<file path="src/rtl/react_pkg.sv">
// -----------------------------------------------------------------------------
// react_pkg
// Shared definitions for the reaction-game display slice:
//   - game state codes as driven on react_disp.state
//   - binary-to-BCD converter sequencing states
//   - active-high 7-segment patterns, bit order {dp,g,f,e,d,c,b,a}
//   - width constants and a digit-to-pattern helper
// -----------------------------------------------------------------------------
package react_pkg;

    localparam int STATE_W = 3;
    localparam int RES_W   = 16;
    localparam int BCD_W   = 16;
    localparam int SEG_W   = 8;
    localparam int AN_W    = 4;
    localparam int CNT_W   = 20;

    // Largest value that fits in four decimal digits
    localparam logic [RES_W-1:0] BCD_MAX = 16'd9999;

    // Game state codes; 3'b100 and 3'b101 are unused and display blank
    typedef enum logic [STATE_W-1:0] {
        S0_IDLE   = 3'b000,
        S1_WAIT   = 3'b001,
        S2_FAIL   = 3'b010,
        S3_REACT  = 3'b011,
        S4_RESULT = 3'b111,
        S5_BEST   = 3'b110
    } game_state_e;

    // Sequential converter phases
    typedef enum logic [1:0] {
        CV_IDLE   = 2'd0,
        CV_LOAD   = 2'd1,
        CV_SHIFT  = 2'd2,
        CV_COMMIT = 2'd3
    } conv_state_e;

    // Active-high segment patterns {dp,g,f,e,d,c,b,a}
    localparam logic [SEG_W-1:0] SEG_DIG_0 = 8'h3F;
    localparam logic [SEG_W-1:0] SEG_DIG_1 = 8'h06;
    localparam logic [SEG_W-1:0] SEG_DIG_2 = 8'h5B;
    localparam logic [SEG_W-1:0] SEG_DIG_3 = 8'h4F;
    localparam logic [SEG_W-1:0] SEG_DIG_4 = 8'h66;
    localparam logic [SEG_W-1:0] SEG_DIG_5 = 8'h6D;
    localparam logic [SEG_W-1:0] SEG_DIG_6 = 8'h7D;
    localparam logic [SEG_W-1:0] SEG_DIG_7 = 8'h07;
    localparam logic [SEG_W-1:0] SEG_DIG_8 = 8'h7F;
    localparam logic [SEG_W-1:0] SEG_DIG_9 = 8'h6F;
    localparam logic [SEG_W-1:0] SEG_DASH  = 8'h40;
    localparam logic [SEG_W-1:0] SEG_BAR   = 8'h06;
    localparam logic [SEG_W-1:0] SEG_F     = 8'h71;
    localparam logic [SEG_W-1:0] SEG_A     = 8'h77;
    localparam logic [SEG_W-1:0] SEG_I     = 8'h06;
    localparam logic [SEG_W-1:0] SEG_L     = 8'h38;
    localparam logic [SEG_W-1:0] SEG_BLANK = 8'h00;
    localparam logic [SEG_W-1:0] SEG_DP    = 8'h80;

    // Map one BCD nibble to its segment pattern; non-decimal codes are blank
    function automatic logic [SEG_W-1:0] digit_pattern(input logic [3:0] value);
        logic [SEG_W-1:0] pat;
        case (value)
            4'd0:    pat = SEG_DIG_0;
            4'd1:    pat = SEG_DIG_1;
            4'd2:    pat = SEG_DIG_2;
            4'd3:    pat = SEG_DIG_3;
            4'd4:    pat = SEG_DIG_4;
            4'd5:    pat = SEG_DIG_5;
            4'd6:    pat = SEG_DIG_6;
            4'd7:    pat = SEG_DIG_7;
            4'd8:    pat = SEG_DIG_8;
            4'd9:    pat = SEG_DIG_9;
            default: pat = SEG_BLANK;
        endcase
        return pat;
    endfunction

endpackage

</file>
<file path="src/rtl/bin2bcd_seq.sv">
// -----------------------------------------------------------------------------
// bin2bcd_seq
// Free-running sequential shift-add-3 binary-to-BCD converter.
// Sequence: IDLE -> LOAD (sample bin, saturate to 9999) -> 16 x SHIFT ->
// COMMIT -> IDLE, i.e. a fresh value is committed every 19 cycles.
// The input is sampled only in LOAD, so changes to bin while shifting do
// not disturb the conversion in flight. bcd changes only at COMMIT, all four
// digits together.
// Ports:
//   clk    in   system clock, rising edge
//   rst_n  in   asynchronous active-low reset (aborts any conversion)
//   bin    in   16-bit unsigned value
//   bcd    out  4 BCD digits, bcd[15:12] = thousands
//   done   out  one-cycle pulse, high in the cycle after COMMIT updates bcd
// -----------------------------------------------------------------------------
module bin2bcd_seq
    import react_pkg::*;
(
    input  logic             clk,
    input  logic             rst_n,
    input  logic [RES_W-1:0] bin,
    output logic [BCD_W-1:0] bcd,
    output logic             done
);

    conv_state_e      cv_state_r;
    logic [3:0]       shift_cnt_r;
    logic [RES_W-1:0] bin_sh_r;
    logic [BCD_W-1:0] bcd_work_r;
    logic [BCD_W-1:0] bcd_r;
    logic             done_r;
    logic [BCD_W-1:0] bcd_adj_s;

    // Add 3 to every BCD nibble that is 5 or more before the next shift
    always_comb begin
        bcd_adj_s = bcd_work_r;
        for (int i = 0; i < 4; i++) begin
            if (bcd_work_r[4*i +: 4] >= 4'd5) begin
                bcd_adj_s[4*i +: 4] = bcd_work_r[4*i +: 4] + 4'd3;
            end else begin
                bcd_adj_s[4*i +: 4] = bcd_work_r[4*i +: 4];
            end
        end
    end

    // Converter sequencer, working registers and committed output
    always_ff @(posedge clk or negedge rst_n) begin
        if (!rst_n) begin
            cv_state_r  <= CV_IDLE;
            shift_cnt_r <= 4'd0;
            bin_sh_r    <= 16'd0;
            bcd_work_r  <= 16'd0;
            bcd_r       <= 16'd0;
            done_r      <= 1'b0;
        end else begin
            done_r <= 1'b0;
            case (cv_state_r)
                CV_IDLE: begin
                    cv_state_r <= CV_LOAD;
                end
                CV_LOAD: begin
                    // Saturation here also covers an uninitialised 0xFFFF best
                    bin_sh_r    <= (bin > BCD_MAX) ? BCD_MAX : bin;
                    bcd_work_r  <= 16'd0;
                    shift_cnt_r <= 4'd0;
                    cv_state_r  <= CV_SHIFT;
                end
                CV_SHIFT: begin
                    {bcd_work_r, bin_sh_r} <= {bcd_adj_s, bin_sh_r} << 5'd1;
                    shift_cnt_r            <= shift_cnt_r + 4'd1;
                    if (shift_cnt_r == 4'd15) begin
                        cv_state_r <= CV_COMMIT;
                    end else begin
                        cv_state_r <= CV_SHIFT;
                    end
                end
                CV_COMMIT: begin
                    bcd_r      <= bcd_work_r;
                    done_r     <= 1'b1;
                    cv_state_r <= CV_IDLE;
                end
                default: begin
                    cv_state_r <= CV_IDLE;
                end
            endcase
        end
    end

    assign bcd  = bcd_r;
    assign done = done_r;

endmodule

</file>
<file path="src/rtl/react_disp.sv">
// -----------------------------------------------------------------------------
// react_disp
// Multiplexed 4-digit 7-segment driver for the reaction game.
// A scan counter holds each digit enabled for SCAN_DIV clocks, cycling
// an[0] -> an[1] -> an[2] -> an[3]. Content is chosen by the registered game
// state: blank, dashes, bars, "FAIL", or the decimal value of result (with the
// decimal point on the leftmost digit for the best-time state).
// seg and an are both loaded from the same digit index in the same cycle, so
// a digit's pattern never appears on a neighbouring enable. Output polarity is
// applied only when loading the output registers.
// Ports:
//   clk     in   system clock, rising edge
//   rst_n   in   asynchronous active-low reset
//   state   in   3-bit game state code
//   result  in   16-bit reaction / best time in ms
//   seg     out  {dp,g,f,e,d,c,b,a} for the enabled digit
//   an      out  one-hot digit enable, an[3] leftmost
// -----------------------------------------------------------------------------
module react_disp
    import react_pkg::*;
#(
    parameter int SCAN_DIV    = 50000,
    parameter int SEG_ACT_LOW = 1,
    parameter int AN_ACT_LOW  = 1
) (
    input  logic               clk,
    input  logic               rst_n,
    input  logic [STATE_W-1:0] state,
    input  logic [RES_W-1:0]   result,
    output logic [SEG_W-1:0]   seg,
    output logic [AN_W-1:0]    an
);

    localparam logic [CNT_W-1:0] SCAN_LAST = CNT_W'(SCAN_DIV - 1);
    localparam logic [SEG_W-1:0] SEG_FLIP  = (SEG_ACT_LOW != 0) ? 8'hFF : 8'h00;
    localparam logic [AN_W-1:0]  AN_FLIP   = (AN_ACT_LOW != 0) ? 4'hF : 4'h0;

    logic [CNT_W-1:0]   scan_cnt_r;
    logic [1:0]         digit_r;
    logic [STATE_W-1:0] state_r;
    logic [SEG_W-1:0]   seg_r;
    logic [AN_W-1:0]    an_r;

    logic               scan_tc_s;
    logic [BCD_W-1:0]   bcd_s;
    logic               done_unused_s;
    logic [3:0]         nibble_s;
    logic [SEG_W-1:0]   seg_pat_s;
    logic [AN_W-1:0]    an_pat_s;

    // The commit pulse is not needed: bcd_s is already a committed register
    bin2bcd_seq u_bin2bcd (
        .clk   (clk),
        .rst_n (rst_n),
        .bin   (result),
        .bcd   (bcd_s),
        .done  (done_unused_s)
    );

    assign scan_tc_s = (scan_cnt_r == SCAN_LAST);

    // Scan counter and digit index, advancing on terminal count
    always_ff @(posedge clk or negedge rst_n) begin
        if (!rst_n) begin
            scan_cnt_r <= 20'd0;
            digit_r    <= 2'd0;
        end else if (scan_tc_s) begin
            scan_cnt_r <= 20'd0;
            digit_r    <= digit_r + 2'd1;
        end else begin
            scan_cnt_r <= scan_cnt_r + 20'd1;
            digit_r    <= digit_r;
        end
    end

    // Single registration of the game state code
    always_ff @(posedge clk or negedge rst_n) begin
        if (!rst_n) begin
            state_r <= S0_IDLE;
        end else begin
            state_r <= state;
        end
    end

    // Active-high pattern and enable for the current digit index
    always_comb begin
        seg_pat_s = SEG_BLANK;
        an_pat_s  = 4'b0001 << digit_r;
        nibble_s  = bcd_s[{digit_r, 2'b00} +: 4];
        case (state_r)
            S0_IDLE:  seg_pat_s = SEG_BLANK;
            S1_WAIT:  seg_pat_s = SEG_DASH;
            S3_REACT: seg_pat_s = SEG_BAR;
            S2_FAIL: begin
                case (digit_r)
                    2'd3:    seg_pat_s = SEG_F;
                    2'd2:    seg_pat_s = SEG_A;
                    2'd1:    seg_pat_s = SEG_I;
                    2'd0:    seg_pat_s = SEG_L;
                    default: seg_pat_s = SEG_BLANK;
                endcase
            end
            S4_RESULT: seg_pat_s = digit_pattern(nibble_s);
            S5_BEST: begin
                if (digit_r == 2'd3) begin
                    seg_pat_s = digit_pattern(nibble_s) | SEG_DP;
                end else begin
                    seg_pat_s = digit_pattern(nibble_s);
                end
            end
            default: seg_pat_s = SEG_BLANK;
        endcase
    end

    // Output registers; polarity is applied only here
    always_ff @(posedge clk or negedge rst_n) begin
        if (!rst_n) begin
            seg_r <= SEG_FLIP;
            an_r  <= AN_FLIP;
        end else begin
            seg_r <= seg_pat_s ^ SEG_FLIP;
            an_r  <= an_pat_s ^ AN_FLIP;
        end
    end

    assign seg = seg_r;
    assign an  = an_r;

endmodule

</file>
<file path="config.mk">
export PLATFORM = sky130hd
export DESIGN_NAME = react_disp
export DESIGN_NICKNAME = d
export VERILOG_FILES = /design/src/rtl/react_pkg.sv /design/src/rtl/bin2bcd_seq.sv /design/src/rtl/react_disp.sv
export SDC_FILE = /design/constraint.sdc
export NUM_CORES = 1
export LEC_CHECK = 0
export ABC_AREA = 1
export BUFFER_PORTS_ARGS = -buffer_cell sky130_fd_sc_hd__buf_2
export CAP_MARGIN = 20
export CORE_MARGIN = 5
export CORE_UTILIZATION = 25
export CTS_BUF_LIST = sky130_fd_sc_hd__clkbuf_16
export DETAILED_ROUTE_END_ITERATION = 8
export RECOVER_POWER = 100
export SYNTH_ARGS = -nofsm -noshare
export SYNTH_HDL_FRONTEND = slang
export SYNTH_SLANG_ARGS = --single-unit
</file>
<file path="constraint.sdc">
create_clock -name clk -period 1.9 [get_ports clk]
set_input_delay 0 -clock clk [delete_from_list [all_inputs] [get_ports clk]]
set_output_delay 0 -clock clk [all_outputs]
set_load 0.01 [all_outputs]
</file>
==> impl_metrics.env, run 1 <==
export IMPL_status="completed"
export IMPL_hpwlAfterDp_mm=6.93
export IMPL_fp_dieW_um=147
export IMPL_arrival_ns=1.95
export IMPL_vias=3715
export IMPL_path_cells="inv_4 > nand2_1 > a32oi_1 > inv_1 > ha_1 > inv_1 > nor2_1 > nor2_1 > nor2_1 > nor2_1"
export IMPL_drtIter0Drc=243
export IMPL_tightest_slew_ns=0.794
export IMPL_slew_headroom_pct=47.0
export IMPL_pin_count=33
export IMPL_reg2regPathDepth=10
export IMPL_die_area_um2=21500
export IMPL_crit_path_max_incr_delay_ns=0.48
export IMPL_gp_congestion=0.839
export IMPL_initial_core_util_pct=25.2
export IMPL_cp_num_buf_inv=3
export IMPL_cts_tree="built"
export IMPL_r2r_setup_slack_ns=0.21
export IMPL_core_um2=18600
export IMPL_synth_cell_types=32
export IMPL_crit_family="flip-flops"
export IMPL_cts_sinks=91
export IMPL_num_antenna_cells=0
export IMPL_routed_wl_mm=9.64
export IMPL_rows=50
export IMPL_antenna_found_initial=0
export IMPL_cts_buffer_depth=2
export IMPL_period_needed_ns=1.69
export IMPL_cp_depth=10
export IMPL_rsz0062_at_grt="no"
export IMPL_min_path_cells=6
export IMPL_final_cells=869
export IMPL_syn_num_nets=610
export IMPL_yosysTopAreaCell="dfrtp_1"
export IMPL_synthArstFlopShare_pct=100
export IMPL_regArea_um2=2290
export IMPL_ant_nets=0
export IMPL_clk_pin_slew_worst_paths_ns=0.07
export IMPL_dp_cells=835
export IMPL_cp_end_kind="flop"
export IMPL_grt_max_degree=44
export IMPL_synth_enable_flop_cells=0
export IMPL_cts_made_buffers=9
export IMPL_multiInputGateArea_um2=2010
export IMPL_nFillCells=1967
export IMPL_syn_area_um2=4680
export IMPL_timing_final_crit_share_pct=88.7
export IMPL_max_freq_mhz=593
export IMPL_path_common_cell="nor2_1"
export IMPL_syn_area_per_cell_um2=8.28
export IMPL_yosysSeqAreaShare_pct=49.0
export IMPL_drive_above_1_share_pct=10.4
export IMPL_cp_start_kind="flop"
export IMPL_peakVddDrop_mv=0.424
export IMPL_crit_path_max_fanout=10
export IMPL_worstHoldPathType="input pin to flop"
export IMPL_hold_viol_final=0
export IMPL_yosys_register_bits=91
export IMPL_crit_slowest_cell="dfrtp_2"
export IMPL_worstSkewPairLatency_ns=0.34
export IMPL_crit_type="flop to flop"
export IMPL_grt_usage_pct=9.28
export IMPL_numPortBuffers=32
export IMPL_nets=675
export IMPL_tns_ns=0
export IMPL_crit_required_ns=2.17
export IMPL_yosysTopAreaCellShare_pct=42.3
export IMPL_synthCells=565
export IMPL_setup_viol=0
export IMPL_yosys_warnings=0
export IMPL_synthTopCellsByArea="dfrtp_1, nand2_1, dfstp_2, ha_1, nor2_1"
export IMPL_viasPerCell=4.28
export IMPL_area_growth_synth_to_final_pct=18.9
export IMPL_post_drt_wl_per_cell_um=11.1
export IMPL_drv_cap=0
export IMPL_gr_total_overflow=0
export IMPL_grt_pass1_wl_mm=16.7
export IMPL_h_tree_depth=3
export IMPL_final_setup_skew_ns=0.0109
export IMPL_slew_viol_final=0
export IMPL_cts_root_buf="clkbuf_16"
export IMPL_die_height_um=147
export IMPL_grt_pass1_vias=3576
export IMPL_p_leak_nw=2.72
export IMPL_first_pass_iters=4
export IMPL_drc_errors=0
export IMPL_synth_ff_type="dfrtp_1"
export IMPL_power_per_cell_area_nw_per_um2=864
-- cell usage after synthesis (2+ instances only) --
| library cell | count |
|---|---|
| o32ai_1 | 2 |
| o21ai_0 | 38 |
| nand3_2 | 3 |
| dfstp_2 | 12 |
| inv_1 | 74 |
| nor2_1 | 79 |
| clkbuf_1 | 8 |
| nand4_1 | 7 |
| nand2_2 | 5 |
| nand2_1 | 116 |
| a21oi_1 | 26 |
| nor3_1 | 7 |
| nand3b_1 | 2 |
| dfrtp_1 | 79 |
| buf_2 | 3 |
| nor3_2 | 2 |
| o22ai_1 | 9 |
| nor2_2 | 2 |
| ha_1 | 24 |
| nand3_1 | 40 |
| xor2_1 | 16 |
-- report_power, final --
part	leakage (nW)	switching, mW	total [mW]	internal, mW
clock network	0.140	0.734	1.60	0.863
registers	1.13	0.136	2.33	2.19
logic	1.45	0.535	0.880	0.344
total	2.72	1.41	4.81	3.40
-- registers in the layout, summed over array words and instances (netlist names) --
register,flops
digit_r,2
state_r,3
scan_cnt_r,20
u_bin2bcd.bin_sh_r,16
u_bin2bcd.bcd_work_r,16
seg,8
u_bin2bcd.cv_state_r,2
u_bin2bcd.shift_cnt_r,4
an,4
u_bin2bcd.bcd,16
-- layout by cell type (no fill, tap or decap), types with 17 or more instances in the layout --
cell,n
inv_1,79
o21ai_0,38
clkbuf_1,17
dlygate4sd3_1,18
buf_2,19
nand3_1,42
nor2_1,79
nand2_1,117
a21oi_1,26
dfrtp_1,78
ha_1,24
-- layout make-up --
class                   instances  area share [%]
inverters                      76            5.17
clock inverters                 7           0.585
well taps                     234            5.26
multi-input cells             386            36.2
flip-flops and latches         91            41.2
clock buffers                   9            4.05
repair buffers                 66            7.49
-- kinds of logic after synthesis --
family                   share of synthesized area, %
AO/OA/AOI/OAI                                    9.15
XOR/XNOR                                         3.00
adder cells (fa/ha/maj)                          6.42
buffers and inverters                            7.36
flip-flops                                       49.0
AND/OR/NAND/NOR                                  25.1
-- worst register-to-register path: stages (launching register included) --
cell and delay (ns):
dfrtp_2 0.48, inv_4 0.13, nand2_1 0.06, a32oi_1 0.19, inv_1 0.11, ha_1 0.28, inv_1 0.04, nor2_1 0.13
nor2_1 0.06, nor2_1 0.08, nor2_1 0.05
-- path summary, 6_finish.rpt --
path | start | endpoint
setup / recovery | digit_r[0] | seg[3]
hold / removal | result[14] | u_bin2bcd.bin_sh_r[0]
setup reg to reg | digit_r[0] | seg[3]
hold reg to reg | u_bin2bcd.bin_sh_r[0] | u_bin2bcd.bin_sh_r[0]
max in group asynchronous | rst_n | state_r[1]
min in group asynchronous | rst_n | u_bin2bcd.bin_sh_r[0]
-- metal layers --
| metal | track usage (%) | wire length (um) | vias to the layer above |
|---|---|---|---|
| li1 | - | - | 1927 |
| met1 | 12.8 | 4950 | 1729 |
| met2 | 14.4 | 4240 | 53 |
| met3 | 2.90 | 368 | 6 |
| met4 | 2.02 | 74 | 0 |
| met5 | 0 | 0 | - |
-- repair_timing --
item                       4_1_cts  5_1_grt
setup endpoints to repair        0        3
hold buffers                    18        0
hold endpoints to repair        82        0
buffers inserted                 0        0
resized for setup                0        1
-- metrics by stage --
| stage | cell area [um^2] | hold slack [ns] | utilization [%] | power [mW] | worst slack, ns |
|---|---|---|---|---|---|
| 2_1_floorplan | 4680 | -0.296 | - | 2.96 | 0.208 |
| 3_3_place_gp | 5210 | -0.0387 | 28.0 | 3.22 | 0.215 |
| 3_5_place_dp | 5210 | -0.0365 | 28.0 | 3.24 | 0.177 |
| 4_1_cts | 5650 | 0.139 | 30.4 | 4.89 | 0.156 |
| 5_1_grt | 5560 | 0.292 | 29.9 | 5.13 | 0.0182 |
| 6_report | 5560 | 0.235 | 29.9 | 4.81 | 0.214 |
No activity file was read; power rests on OpenSTA's default activity.
==> run 2: changes to the inputs <==
--- a/config.mk
+++ b/config.mk
@@ -6,7 +6,7 @@
 export NUM_CORES = 1
 export LEC_CHECK = 0
 export ABC_AREA = 1
-export BUFFER_PORTS_ARGS = -buffer_cell sky130_fd_sc_hd__buf_2
+export BUFFER_PORTS_ARGS = -buffer_cell sky130_fd_sc_hd__clkbuf_2
 export CAP_MARGIN = 20
 export CORE_MARGIN = 5
 export CORE_UTILIZATION = 25
@@ -16,3 +16,4 @@
 export SYNTH_ARGS = -nofsm -noshare
 export SYNTH_HDL_FRONTEND = slang
 export SYNTH_SLANG_ARGS = --single-unit
+export TNS_END_PERCENT = 10
==> impl_metrics.env, run 2 (synthesized netlist as in run 1, its figures left out) <==
export IMPL_mostFrequentLayoutCells="nand2_1, nor2_1, dfrtp_1"
export IMPL_gr_total_overflow=0
export IMPL_r2r_setup_slack_ns=0.21
export IMPL_core_um2=18600
export IMPL_r2r_start="digit_r[0]"
export IMPL_final_area_um2=5580
export IMPL_max_freq_mhz=593
export IMPL_h_tree_depth=3
export IMPL_first_pass_iters=4
export IMPL_viasPerCell=4.34
export IMPL_final_util_pct=30.1
export IMPL_crit_path_max_fanout=10
export IMPL_top_register="scan_cnt_r"
export IMPL_post_drt_wl_per_cell_um=11.3
export IMPL_dp_cells=834
export IMPL_timing_final_crit_share_pct=88.8
export IMPL_drc_errors=0
export IMPL_antenna_found_initial=0
export IMPL_hpwlAfterDp_mm=7.02
export IMPL_final_cells=867
export IMPL_critPathLaunch="digit_r[0]"
export IMPL_routed_wl_mm=9.81
export IMPL_cts_made_buffers=9
export IMPL_power_total_mw=4.96
export IMPL_slew_viol_final=0
export IMPL_cts_buffer_depth=2
export IMPL_grt_pass1_vias=3645
export IMPL_dpl_worst_slack_ns=0.170
export IMPL_initial_core_util_pct=25.2
export IMPL_die_height_um=147
export IMPL_internal_power_mw=3.55
export IMPL_vias=3765
export IMPL_power_net_switching_mw=1.42
export IMPL_cts_sinks=91
export IMPL_crit_type="flop to flop"
export IMPL_clk_pin_slew_worst_paths_ns=0.06
export IMPL_crit_required_ns=2.18
export IMPL_p_clk_share_pct=35.5
export IMPL_tns_ns=0
export IMPL_rows=50
export IMPL_gp_congestion=0.856
export IMPL_swShare_pct=28.5
export IMPL_cts_root_buf="clkbuf_16"
export IMPL_place_area_um2=5200
export IMPL_cp_end_kind="flop"
export IMPL_grt_pass1_wl_mm=17.1
export IMPL_arrival_ns=1.96
export IMPL_tightest_slew_ns=0.818
export IMPL_period_needed_ns=1.69
export IMPL_hold_path_startpoint="result[15]"
export IMPL_drtIter0Drc=157
export IMPL_area_growth_synth_to_final_pct=19.4
export IMPL_drive_above_1_share_pct=10.3
export IMPL_timing_hold_ws_ns=0.241
export IMPL_die_area_um2=21500
export IMPL_rsz0062_at_grt="no"
export IMPL_grt_usage_pct=9.66
export IMPL_cts_tree="built"
export IMPL_p_seq_share_pct=46.9
export IMPL_slew_headroom_pct=45.5
export IMPL_num_antenna_cells=0
export IMPL_grt_max_degree=42
export IMPL_worstSkewPairLatency_ns=0.34
export IMPL_hold_viol_final=0
export IMPL_cts_setup_buffers=0
export IMPL_cp_start_kind="flop"
export IMPL_nFillCells=1958
export IMPL_worstHoldPathType="input pin to flop"
export IMPL_drv_cap=0
export IMPL_final_setup_skew_ns=0.00520
export IMPL_nets=674
export IMPL_setup_ws_ns=0.213
export IMPL_fp_dieW_um=147
export IMPL_layout_commonest_cell="nand2_1"
export IMPL_numPortBuffers=32
export IMPL_power_per_cell_area_nw_per_um2=889
export IMPL_largest_reg_flops=20
export IMPL_setup_viol=0
export IMPL_power_frac_comb_pct=17.6
export IMPL_status="completed"
export IMPL_pin_count=33
export IMPL_p_leak_nw=2.71
export IMPL_ant_nets=0
export IMPL_peakVddDrop_mv=0.412
run 2: cell count changes in the layout (fill, tap and decap cells not counted), moves of 2 or more:
| cell | delta |
|---|---|
| clkbuf_2 | +18 |
| clkinv_2 | -2 |
| inv_1 | -4 |
| buf_2 | -19 |
run 2: critical path, cell delays in order (launching register included):
cell and delay (ns):
dfrtp_2 0.47, inv_4 0.13, nand2_1 0.06, a32oi_1 0.19
inv_1 0.12, ha_1 0.29, inv_1 0.04, nor2_1 0.12
nor2_1 0.06, nor2_1 0.09, nor2_1 0.05
run 2: layout make-up:
cell class | instances | area (um^2) | share of cell area (%)
clock inverters | 6 | 66.3 | 1.19
flip-flops and latches | 91 | 2290 | 41.1
multi-input cells | 386 | 2010 | 36.0
well taps | 234 | 293 | 5.24
clock buffers | 9 | 225 | 4.03
inverters | 76 | 288 | 5.15
repair buffers | 65 | 408 | 7.30
run 2: timing repair:
action	CTS	global route
hold buffers	18	0
endpoints found under the setup margin	0	1
hold endpoints to repair	79	0
gates resized for setup	0	1
run 2: path summary, 6_finish.rpt:
path	endpoint	depth (start not counted)
max reg2reg	seg[3]	10
max	seg[3]	10
min	u_bin2bcd.bin_sh_r[0]	6
min reg2reg	u_bin2bcd.bin_sh_r[0]	2
min in group asynchronous	u_bin2bcd.bcd_work_r[0]	2
max in group asynchronous	digit_r[0]	3
run 2: routing by layer:
| layer | global-route usage (%) | part of all wire (%) | vias to the layer above |
|---|---|---|---|
| met4 | 3.39 | 1.6 | 0 |
| li1 | - | - | 1937 |
| met3 | 2.84 | 3.9 | 11 |
| met5 | 0 | 0 | - |
| met2 | 14.9 | 46 | 62 |
| met1 | 12.9 | 49 | 1755 |
run 2: power by group through the flow:
stage | Sequential [mW] | Clock, mW | Combinational, mW
finish | 2.33 | 1.76 | 0.873
global route | 2.36 | 1.93 | 1.03
CTS | 2.33 | 1.84 | 0.906
detailed placement | 2.37 | 0 | 0.870
global placement | 2.36 | 0 | 0.854
floorplan | 2.34 | 0 | 0.629
